File: config.mk
export PLATFORM = sky130hd
export DESIGN_NAME = alu_ctrl_seq
export DESIGN_NICKNAME = d
export VERILOG_FILES = /design/src/rtl/alu_ctrl_seq.sv
export SDC_FILE = /design/constraint.sdc
export NUM_CORES = 1
export LEC_CHECK = 0
export ABC_AREA = 0
export ABC_CLOCK_PERIOD_IN_PS = 2000
export CAP_MARGIN = 20
export CORE_ASPECT_RATIO = 1.2
export CORE_MARGIN = 2
export CORE_UTILIZATION = 40
export CTS_CLUSTER_SIZE = 20
export DETAILED_ROUTE_END_ITERATION = 8
export PLACE_DENSITY = 0.78
export SYNTH_ARGS = -nofsm -noshare
export SYNTH_HDL_FRONTEND = slang
export SYNTH_SLANG_ARGS = --single-unit
File: constraint.sdc
create_clock -name clk -period 2 [get_ports clk]
set_input_delay 0.4 -clock clk [delete_from_list [all_inputs] [get_ports clk]]
set_output_delay 0.4 -clock clk [all_outputs]
set_load 0.02 [all_outputs]
File: src/rtl/alu_ctrl_seq.sv
// Multicycle FETCH/DECODE/EXEC/MEM/WB/BRANCH sequencer producing the 22-bit ALU control word.
// Optional build macro ALU_OVF_TRAP_EN: overflow on ADD/SUB/ADDI traps instead of writing back.
module alu_ctrl_seq #(
    parameter int OPW = 4
) (
    input  logic           clk,
    input  logic           reset,
    input  logic           run,
    input  logic           op_valid,
    output logic           op_ready,
    input  logic [OPW-1:0] op_class,
    input  logic [1:0]     op_fn,
    input  logic           alu_zero,
    input  logic           ovfl,
    output logic [21:0]    ctrl_out,
    output logic           done,
    output logic           trap,
    input  logic           trap_clr
);

    typedef enum logic [2:0] {
        S_IDLE, S_FETCH, S_DECODE, S_EXEC, S_MEM, S_WB, S_BRANCH, S_TRAP
    } state_t;

    localparam logic [OPW-1:0] C_ADD   = OPW'(0);
    localparam logic [OPW-1:0] C_SUB   = OPW'(1);
    localparam logic [OPW-1:0] C_LOGIC = OPW'(2);
    localparam logic [OPW-1:0] C_SHIFT = OPW'(3);
    localparam logic [OPW-1:0] C_ADDI  = OPW'(4);
    localparam logic [OPW-1:0] C_LOAD  = OPW'(5);
    localparam logic [OPW-1:0] C_STORE = OPW'(6);
    localparam logic [OPW-1:0] C_BEQ   = OPW'(7);
    localparam logic [OPW-1:0] C_BNE   = OPW'(8);

    localparam int B_ADDSUB = 2;
    localparam int B_PCW    = 8;
    localparam int B_IRW    = 9;
    localparam int B_REGW   = 10;
    localparam int B_MEMRD  = 11;
    localparam int B_MEMWR  = 12;
    localparam int B_ZW     = 13;

    state_t          r_state;
    state_t          w_next;
    logic [OPW-1:0]  r_op_class;
    logic [1:0]      r_op_fn;
    logic [21:0]     w_ctrl;
    logic            w_done;
    logic            w_taken;
    logic            w_arith_ovf;
    state_t          w_boundary;

    always_ff @(posedge clk or negedge reset) begin
        if (!reset) begin
            r_state    <= S_IDLE;
            r_op_class <= '0;
            r_op_fn    <= '0;
        end else begin
            r_state <= w_next;
            if (r_state == S_DECODE && op_valid) begin
                r_op_class <= op_class;
                r_op_fn    <= op_fn;
            end
        end
    end

    assign w_taken    = (r_op_class == C_BEQ) ? alu_zero : !alu_zero;
    assign w_boundary = run ? S_FETCH : S_IDLE;

`ifdef ALU_OVF_TRAP_EN
    assign w_arith_ovf = ovfl && (r_op_class == C_ADD || r_op_class == C_SUB ||
                                  r_op_class == C_ADDI);
`else
    // Wrapped results are written back; the flag is deliberately ignored.
    logic w_unused_ovfl;
    assign w_unused_ovfl = ovfl;
    assign w_arith_ovf   = 1'b0;
`endif

    always_comb begin
        w_next = r_state;
        w_ctrl = '0;
        w_done = 1'b0;
        case (r_state)
            S_IDLE: begin
                if (run) w_next = S_FETCH;
            end
            S_FETCH: begin
                w_ctrl[B_PCW] = 1'b1;
                w_ctrl[B_IRW] = 1'b1;
                w_next        = S_DECODE;
            end
            S_DECODE: begin
                if (op_valid) w_next = (op_class <= C_BNE) ? S_EXEC : S_TRAP;
            end
            S_EXEC: begin
                w_ctrl[7:6]  = 2'b01;
                w_ctrl[B_ZW] = 1'b1;
                case (r_op_class)
                    C_ADD, C_SUB: begin
                        w_ctrl[5:4]      = 2'b01;
                        w_ctrl[B_ADDSUB] = (r_op_class == C_SUB);
                        w_next           = S_WB;
                    end
                    C_LOGIC, C_SHIFT: begin
                        w_ctrl[1:0] = (r_op_class == C_LOGIC) ? 2'b01 : 2'b10;
                        w_ctrl[3:2] = r_op_fn;
                        w_ctrl[5:4] = 2'b01;
                        w_next      = S_WB;
                    end
                    C_ADDI: begin
                        w_ctrl[5:4] = 2'b10;
                        w_next      = S_WB;
                    end
                    C_LOAD, C_STORE: begin
                        w_ctrl[5:4] = 2'b10;
                        w_next      = S_MEM;
                    end
                    C_BEQ, C_BNE: begin
                        w_ctrl[5:4]      = 2'b01;
                        w_ctrl[B_ADDSUB] = 1'b1;
                        w_ctrl[B_ZW]     = 1'b0;
                        if (w_taken) begin
                            w_next = S_BRANCH;
                        end else begin
                            w_done = 1'b1;
                            w_next = w_boundary;
                        end
                    end
                    default: begin
                        w_ctrl = '0;
                        w_next = S_TRAP;
                    end
                endcase
                if (w_arith_ovf) w_next = S_TRAP;
            end
            S_MEM: begin
                if (r_op_class == C_LOAD) begin
                    w_ctrl[B_MEMRD] = 1'b1;
                    w_next          = S_WB;
                end else begin
                    w_ctrl[B_MEMWR] = 1'b1;
                    w_done          = 1'b1;
                    w_next          = w_boundary;
                end
            end
            S_WB: begin
                w_ctrl[B_REGW] = 1'b1;
                w_done         = 1'b1;
                w_next         = w_boundary;
            end
            S_BRANCH: begin
                w_ctrl[5:4]   = 2'b11;
                w_ctrl[B_PCW] = 1'b1;
                w_done        = 1'b1;
                w_next        = w_boundary;
            end
            S_TRAP: begin
                if (trap_clr) w_next = w_boundary;
            end
            default: w_next = S_IDLE;
        endcase
    end

    assign ctrl_out = w_ctrl;
    assign done     = w_done;
    assign op_ready = (r_state == S_DECODE);
    assign trap     = (r_state == S_TRAP);

endmodule
* Word-level counts from Yosys, hierarchy flattened
Cells that the tools add are included.
Word-level totals: register bits 9, input bits 13, logic and storage cells 68
Operators by class: muxes and demuxes 30, equal/unequal tests 18, magnitude comparators 1, reduce and logical (&&, ||, !) cells 16
Operators by type and width (count):
- 3-bit case mux with 7 select lines | 1
- 3-bit 2-to-1 mux | 6
- 4-bit by 3-bit equality test with 1-bit output (second input constant) | 4
- 3-bit equality test (second input constant) | 4
- 2-bit case mux with 2 select lines | 3
- 2-bit OR reduction | 6
- 1-bit 2-to-1 mux | 11
- 3-bit case mux with 3 select lines | 1
- 9-bit OR reduction | 1
- 4-bit by 2-bit equality test with 1-bit output (second input constant) | 2
- 7-bit OR reduction | 1
- 3-bit by 2-bit equality test with 1-bit output (second input constant) | 2
- 1-bit case mux with 2 select lines | 3
- 1-bit case mux with 3 select lines | 2
- 6-bit OR reduction | 1
- 5-bit OR reduction | 1
- 4-bit by 1-bit equality test with 1-bit output (second input constant) | 1
- 4-bit equality test (second input constant) | 1
- 4-bit <= comparator (second input constant) | 1
- 4-bit logical NOT | 1
- 2-bit 2-to-1 mux | 2
- 4-bit 2-to-1 mux | 1
- 2-bit inequality test (second input constant) | 2
- 3-bit by 1-bit equality test with 1-bit output (second input constant) | 1
- 6 further kinds | 6

* Depth between registers and ports, before layout
Gate-level depths: netlist of the first run.
depth in word-level cells 5, gate-level depth with buffers 5

* Worst setup path after synthesis of the first run
Ideal clock, no wire load.
path type reg-to-output, from reg r_op_class[0], to out done, path slack 47 ps, buffers on the path 0, arrival time 1553 ps, stages on the path, launching flop included 4, path through dfrtp_1 > or4b_4 > mux2_4 > o2bb2ai_1
Between the ends: word-level cells in the longest chain between the ends 5, elaborated cells on any way between the ends 9
RTL lines:
- start: declaration | line 45 | logic [OPW-1:0] r_op_class;
- start signal: assignment | line 61 | r_op_class <= op_class;
- 4-bit by 3-bit equality test with 1-bit output | line 67, 99
- 1-bit 2-to-1 mux | line 67 | assign w_taken = (r_op_class == C_BEQ) ? alu_zero : !alu_zero;
- 1-bit 2-to-1 mux | line 123 | if (w_taken) begin
- 1-bit 2-to-1 mux | line 99 | case (r_op_class)
- 1-bit case mux with 3 select lines * | line 84 | case (r_state)
- end: declaration | line 16 | output logic done,
Mark *: on every way between the ends. The rest lies on a longest branch, timed or not.

* Worst setup path after layout of the first run
Same ends and word-level chain as after synthesis.

==> metrics.md, run 1 <==
| Metric | Value |
|---|---|
| Post-Syn Instances | `99` |
| Tcrit/Tclk final | `107%` |
| Largest net degree at the start of global routing | `15` |
| Hold Fails Final Rpt | `0` |
| Die footprint | `0.00243 mm^2` |
| Vias in the first global route | `approximately 840` |
| Crit path cell chain | `or4b_4, mux2_4, o2bb2ai_4, buf_6` |
| RSZ-0062 raised after global routing | `true` |
| Final nets | `between 150 and 200` |
| Most frequent cells in the layout | `22 x buf_4, 11 x clkdlybuf4s50_1, 9 x conb_1, 9 x dfrtp_1, 8 x nor2_1` |
| WL/cell | `between 10 and 15 um` |
| # setup viols final | `2` |
| Yosys Warn Count | `0` |
| Total core area | `0.00189 mm^2` |
| CP endpoint kind | `output pin` |
| Critical Path RT | `1.60 ns` |
| Initial core utilization | `a little over two fifths` |
| Power Total | `2.11 mW` |
| Bufs on Longest Clock Path | `2` |
| Status | `complete, but fails checks` |
| Netlist cell types | `35` |
| Crit path max-delay family | `simple AND/OR/NAND/NOR gates` |
| Total routing usage reported by global routing | `21.7%` |
| Pre-antenna DRT Iters | `5` |
| Max Clk Rate | `467 MHz` |
| Pins Over Slew Limit | `0` |
| Synth Register Bits | `9` |
| H-Tree Depth | `1` |
| Post-Syn Area | `a little over 800 um^2` |
| CP max stage cell | `or4b_4` |
| Max Cap Viol | `0` |
| Min Clock Period, post-route | `roughly 2.1 ns` |
| First-pass GRT wire length | `~3700 um` |
| # diodes | `0` |
| Area growth syn-to-layout | `62.3%` |
| Post-route DRC | `0` |
| Worst vdd ir | `~0.0010 V` |
| CP Class | `register to output pin` |
| HP Class | `input pin to async pin` |
| DRT iter0 DRCs | `11` |
| Die width | `45.3 um` |
| Worst Path Arrival | `1.74 ns` |
| Setup TNS | `-0.156 ns` |
| Largest area contributor in the netlist | `dfrtp_1` |
| # clock sinks | `9` |
| Worst-path maximum fanout | `2` |
| Worst clock skew | `between 0.002 and 0.0025 ns` |
| Post-synth EDFFs | `0` |
| Fin area | `around 0.0013 mm^2` |
| Worst path max stage delay | `0.54 ns` |
| Share of cells above drive strength 1 | `42.1%` |
| GPL Wtd Cong | `~0.8` |
| Cts hold-fix bufs | `0` |
| Chip Height | `53.6 um` |
| Post-DP HPWL | `roughly 1700 um` |
| Post-DP Area | `0.00121 mm^2` |
| Commonest non-fill, non-tap cell in the layout | `buf_4` |
| Worst-path clk slew | `approximately 0.060 ns` |
| Fill count | `152` |
| Failing checks | `setup timing` |
| Pwr dens | `1590 mW/mm^2` |
| Initial antenna violation count | `0` |
| Share of the synthesized area in the top cell type | `a little over a quarter` |
| Synth Flop Type | `dfrtp_1` |
| Register area share after synthesis | `27.5%` |
| Syn avg cell area | `just over 8 um^2` |
| FP Rows | `17` |
| Clock Tree Root | `clkbuf_4` |
| DR vias | `882` |
| Static Leak | `0.614 nW` |
| Clock insertion delay at the later pin of the skew report | `~0.26 ns` |
| Overflow after GRT | `0` |
| Final WS setup | `-0.142 ns` |
| CP Buf/Inv Count | `1` |
| Ports | `38` |
| CTS tree | `done` |
| CTS buffer count | `3` |
| Via density | `5.38` |
| Crit path launch type | `register` |
| Async set-or-reset flop fraction in the synthesized netlist | `100%` |
| Area contributors post-synth | `dfrtp_1 27%, buf_4 8.2%, mux2_2 8.2%, nand2b_1 5.3%, nor2_1 4.1%` |
| ANT nets after route | `0` |
| Final WL | `2350 um` |
| Port Buffer Count | `27` |
[metal layers]
layer  part of all wire, %  GRT usage (%)  up-vias
met1                    43           26.6      405
met3                   3.7           3.02        8
li1                      -              -      434
met2                    51           35.2       35
met5                     0              0        -
met4                   3.1           13.7        0
[synth_stat cells (2+ instances only)]
library cell / number
a21boi_0: 2
a21oi_1: 4
and2_1: 4
and4b_1: 2
buf_4: 9
clkbuf_1: 7
dfrtp_1: 9
mux2_2: 6
nand2_1: 5
nand2b_1: 7
nand3b_1: 3
nor2_1: 9
nor3_1: 4
nor4_1: 3
o21ai_0: 5
[flip-flops by register name (all words and copies together), names as in the netlist]
signal,cells
r_state,3
r_op_fn,2
r_op_class,4
[logic make-up after synthesis]
family                 count (synthesis)  share of synthesized area (%)
AOI/OAI and AO/OA                     20                           16.2
DFF                                    9                           27.5
muxes                                  8                           11.3
and+or+nand+nor                       45                           33.1
buffers and inverters                 16                           11.5
other                                  1                          0.458
[final cells by class]
cell class	count	area [um^2]	area share [%]
multi-input combinational	82	641	48.2
timing repair buffer	50	414	31.1
sequential	9	225	16.9
clock buffer	4	26.3	1.98
tap	19	23.8	1.79
[worst paths after layout]
| path | depth (start not counted) | startpoint | to | slack [ns] |
|---|---|---|---|---|
| min in group clk | 1 | r_op_fn[0]$_DFFE_PN0P_ | r_op_fn[0]$_DFFE_PN0P_ | 0.53 |
| min reg2reg | 1 | r_op_fn[0]$_DFFE_PN0P_ | r_op_fn[0]$_DFFE_PN0P_ | 0.53 |
| min | 1 | reset | r_op_class[1]$_DFFE_PN0P_ | 0.43 |
| max | 4 | r_op_class[0]$_DFFE_PN0P_ | done | -0.14 |
| max reg2reg | 5 | r_op_class[0]$_DFFE_PN0P_ | r_state[0]$_DFFE_PN0P_ | 0.27 |
| max in group asynchronous | 1 | reset | r_op_class[2]$_DFFE_PN0P_ | 1.29 |
[metrics by stage]
stage	utilization, %	hold WS, ns	setup slack [ns]	instances
after detailed placement	63.8	0.488	-0.413	158
final	70.3	0.430	-0.142	164
after global placement	63.8	0.483	-0.381	158
after global routing	70.3	0.460	-0.178	164
after floorplan	-	0.104	0.0472	107
after CTS	66.8	0.436	-0.127	163
[power by group]
group	internal (mW)	leakage, nW	switching, mW
clock network	0.0768	0.0150	0.0622
registers	0.278	0.109	0.0643
logic	0.771	0.490	0.861
[what timing repair did]
item / in CTS / in global routing
buffers inserted: 1 / 1
pin swaps: 0 / 5
resized for setup: 53 / 28
endpoints found under the hold margin: 0 / 0
setup endpoints to repair: 16 / 10
Note: power is estimated with default switching activity, not from simulation.
==> run 2, diff against run 1 <==
--- a/config.mk
+++ b/config.mk
@@ -10,10 +10,9 @@
 export CAP_MARGIN = 20
 export CORE_ASPECT_RATIO = 1.2
 export CORE_MARGIN = 2
-export CORE_UTILIZATION = 40
+export CORE_UTILIZATION = 30
 export CTS_CLUSTER_SIZE = 20
 export DETAILED_ROUTE_END_ITERATION = 8
-export PLACE_DENSITY = 0.78
 export SYNTH_ARGS = -nofsm -noshare
 export SYNTH_HDL_FRONTEND = slang
 export SYNTH_SLANG_ARGS = --single-unit
==> run 2 against run 1 <==
The flow still finishes with violations (setup timing). Cell area grew 0.28%. Worst hold slack lost 0.0028 ns. Sequential power shrank 4%. Combinational power shrank 5%. Non-clock buffer count grew 2. Critical path type unchanged. Critical endpoint unchanged. Largest cell class unchanged. Largest power group unchanged.
==> metrics.md, run 2 (same netlist as run 1, synthesis figures left out) <==
| Metric | Value |
|---|---|
| Pwr dens | `1510 mW/mm^2 (was 1590 mW/mm^2)` |
| Post-route DRC | `0 (unchanged)` |
| Top reg by flops | `r_op_class (unchanged)` |
| Worst setup endpoint | `done (unchanged)` |
| Most frequent cells in the layout | `24 x buf_4, 11 x clkdlybuf4s50_1, 9 x conb_1, 9 x dfrtp_1, 8 x nor2_1 (was 22 x buf_4, 11 x clkdlybuf4s50_1, 9 x conb_1, 9 x dfrtp_1, 8 x nor2_1)` |
| Commonest non-fill, non-tap cell in the layout | `buf_4 (unchanged)` |
| Placed cell count | `171 (was 158)` |
| RSZ-0062 raised after global routing | `true (unchanged)` |
| Total core area | `0.00258 mm^2 (was 0.00189 mm^2)` |
| Chip Height | `61.3 um (was 53.6 um)` |
| Worst-path clk slew | `0.06 ns (about the same)` |
| DRT iter0 DRCs | `14 (was 11)` |
| Worst setup path start | `r_op_class[1]$_DFFE_PN0P_ (was r_op_class[0]$_DFFE_PN0P_)` |
| Final nets | `161 (was 159)` |
| Max FFs per register | `4 (unchanged)` |
| Share of cells above drive strength 1 | `40.1% (was 42.1%)` |
| Die width | `51.7 um (was 45.3 um)` |
| Hold Fails Final Rpt | `0 (unchanged)` |
| Failing checks | `setup timing (unchanged)` |
| # clock sinks | `9 (unchanged)` |
| Final WS setup | `-0.119 ns (was -0.142 ns)` |
| Critical Path RT | `1.60 ns (about the same)` |
| CP Class | `register to output pin (unchanged)` |
| Initial core utilization | `31.8% (was 43.3%)` |
| H-Tree Depth | `1 (unchanged)` |
| Area growth syn-to-layout | `62.7% (was 62.3%)` |
| Tcrit/Tclk final | `106% (was 107%)` |
| Worst clock skew | `0.00434 ns (was 0.00242 ns)` |
| Fin util | `51.7% (was 70.3%)` |
| CP endpoint kind | `output pin (unchanged)` |
| CTS buffer count | `3 (unchanged)` |
| Crit path launch type | `register (unchanged)` |
| Min Clock Period, post-route | `2.12 ns (was 2.14 ns)` |
| Status | `complete, but fails checks (unchanged)` |
| Reg-to-Reg End | `r_state[0]$_DFFE_PN0P_ (unchanged)` |
| Clock insertion delay at the later pin of the skew report | `0.25 ns (was 0.26 ns)` |
| Worst-path maximum fanout | `2 (unchanged)` |
| Biggest regs | `r_op_class x4, r_state x3, r_op_fn x2 (unchanged)` |
| Fill count | `272 (was 152)` |
| Static Leak | `0.597 nW (was 0.614 nW)` |
| WL/cell | `11.9 um (was 14.3 um)` |
| Worst Path Arrival | `1.72 ns (was 1.74 ns)` |
| First-pass GRT wire length | `3380 um (was 3740 um)` |
| GPL Wtd Cong | `0.735 (was 0.792)` |
| # diodes | `0 (unchanged)` |
| Power Total | `2.01 mW (was 2.11 mW)` |
| Post-DP HPWL | `1610 um (was 1670 um)` |
| R2R cell count | `6 (was 5)` |
| Port Buffer Count | `27 (unchanged)` |
| ANT nets after route | `0 (unchanged)` |
| Worst vdd ir | `0.000676 V (was 0.00104 V)` |
| Max Clk Rate | `472 MHz (was 467 MHz)` |
| Reg-to-reg startpoint | `r_op_class[1]$_DFFE_PN0P_ (was r_op_class[0]$_DFFE_PN0P_)` |
| DR vias | `876 (was 882)` |
| CTS tree | `done (unchanged)` |
| Via density | `4.87 (was 5.38)` |
| # setup viols final | `2 (unchanged)` |
| Pins Over Slew Limit | `0 (unchanged)` |
| Flop2flop setup slack | `0.23 ns (was 0.27 ns)` |
| Non-Filler Instances | `180 (was 164)` |
| Bufs on Longest Clock Path | `2 (unchanged)` |
| Vias in the first global route | `814 (was 835)` |
| Cts hold-fix bufs | `0 (unchanged)` |
| Overflow after GRT | `0 (unchanged)` |
| Ports | `38 (unchanged)` |
| Setup TNS | `-0.186 ns (was -0.156 ns)` |
| Die footprint | `0.00317 mm^2 (was 0.00243 mm^2)` |
| Pre-antenna DRT Iters | `4 (was 5)` |
| Pre-CTS setup slack | `-0.403 ns (was -0.413 ns)` |
| Final WL | `2140 um (was 2350 um)` |
| HP Class | `input pin to async pin (unchanged)` |
| Largest net degree at the start of global routing | `14 (was 15)` |
| Total routing usage reported by global routing | `14.0% (was 21.7%)` |
| Max Cap Viol | `0 (unchanged)` |
| Clock Tree Root | `clkbuf_4 (unchanged)` |
| Initial antenna violation count | `0 (unchanged)` |
| FP Rows | `20 (was 17)` |
## run 2: cell types whose count changed in the layout (fill, tap and decap cells not counted), sizes merged
cell / change
clkbuf: +4
buf: -2
clkdlybuf4s15: +1
dlygate4sd2: -1
## run 2: final cells by class
cell class | count | area [um^2] | area share [%]
Sequential cell | 9 | 225 | 16.9
Tap cell | 33 | 41.3 | 3.10
Clock buffer | 4 | 26.3 | 1.97
Multi-Input combinational cell | 82 | 607 | 45.5
Timing Repair Buffer | 52 | 434 | 32.6
## run 2: power by group
part	internal (mW)	leakage, nW	switching (mW)
registers	0.278	0.109	0.0512
logic	0.743	0.473	0.806
clock network	0.0765	0.0150	0.0574
total	1.10	0.597	0.914
## run 2: worst max-delay path, stage by stage (launching register included)
cell and delay, ns:
dfrtp_1 0.39, or4b_4 0.52, mux2_4 0.30, o2bb2ai_4 0.12, buf_6 0.13
## run 2: per-stage QoR
stage	hold slack, ns	area [um^2]
after floorplan	0.104	850
after global placement	0.484	1220
after detailed placement	0.487	1220
after CTS	0.433	1280
after global routing	0.458	1330
final	0.427	1330
## run 2: how the worst min path moves through the flow
stage / start / end / slack (ns)
2_1_floorplan: reset / r_op_class[0]$_DFFE_PN0P_ / 0.10
3_3_place_gp: r_op_fn[1]$_DFFE_PN0P_ / r_op_fn[1]$_DFFE_PN0P_ / 0.48
3_5_place_dp: r_op_fn[1]$_DFFE_PN0P_ / r_op_fn[1]$_DFFE_PN0P_ / 0.49
4_1_cts: reset / r_op_fn[1]$_DFFE_PN0P_ / 0.43
5_1_grt: reset / r_op_class[1]$_DFFE_PN0P_ / 0.46
6_report: reset / r_op_fn[1]$_DFFE_PN0P_ / 0.43
## run 2: what timing repair did
item / 4_1_cts / 5_1_grt
setup endpoints to repair: 16 / 11
resized for setup: 49 / 28
endpoints found under the hold margin: 0 / 0
pin swaps: 1 / 2
buffers inserted: 2 / 3
## run 2: routing by layer
metal	track usage (%)	part of all wire, %	vias to the layer above
li1	-	-	440
met1	16.6	44	410
met2	26.2	52	24
met3	1.70	3.7	2
met4	4.51	0.56	0
met5	0	0	-
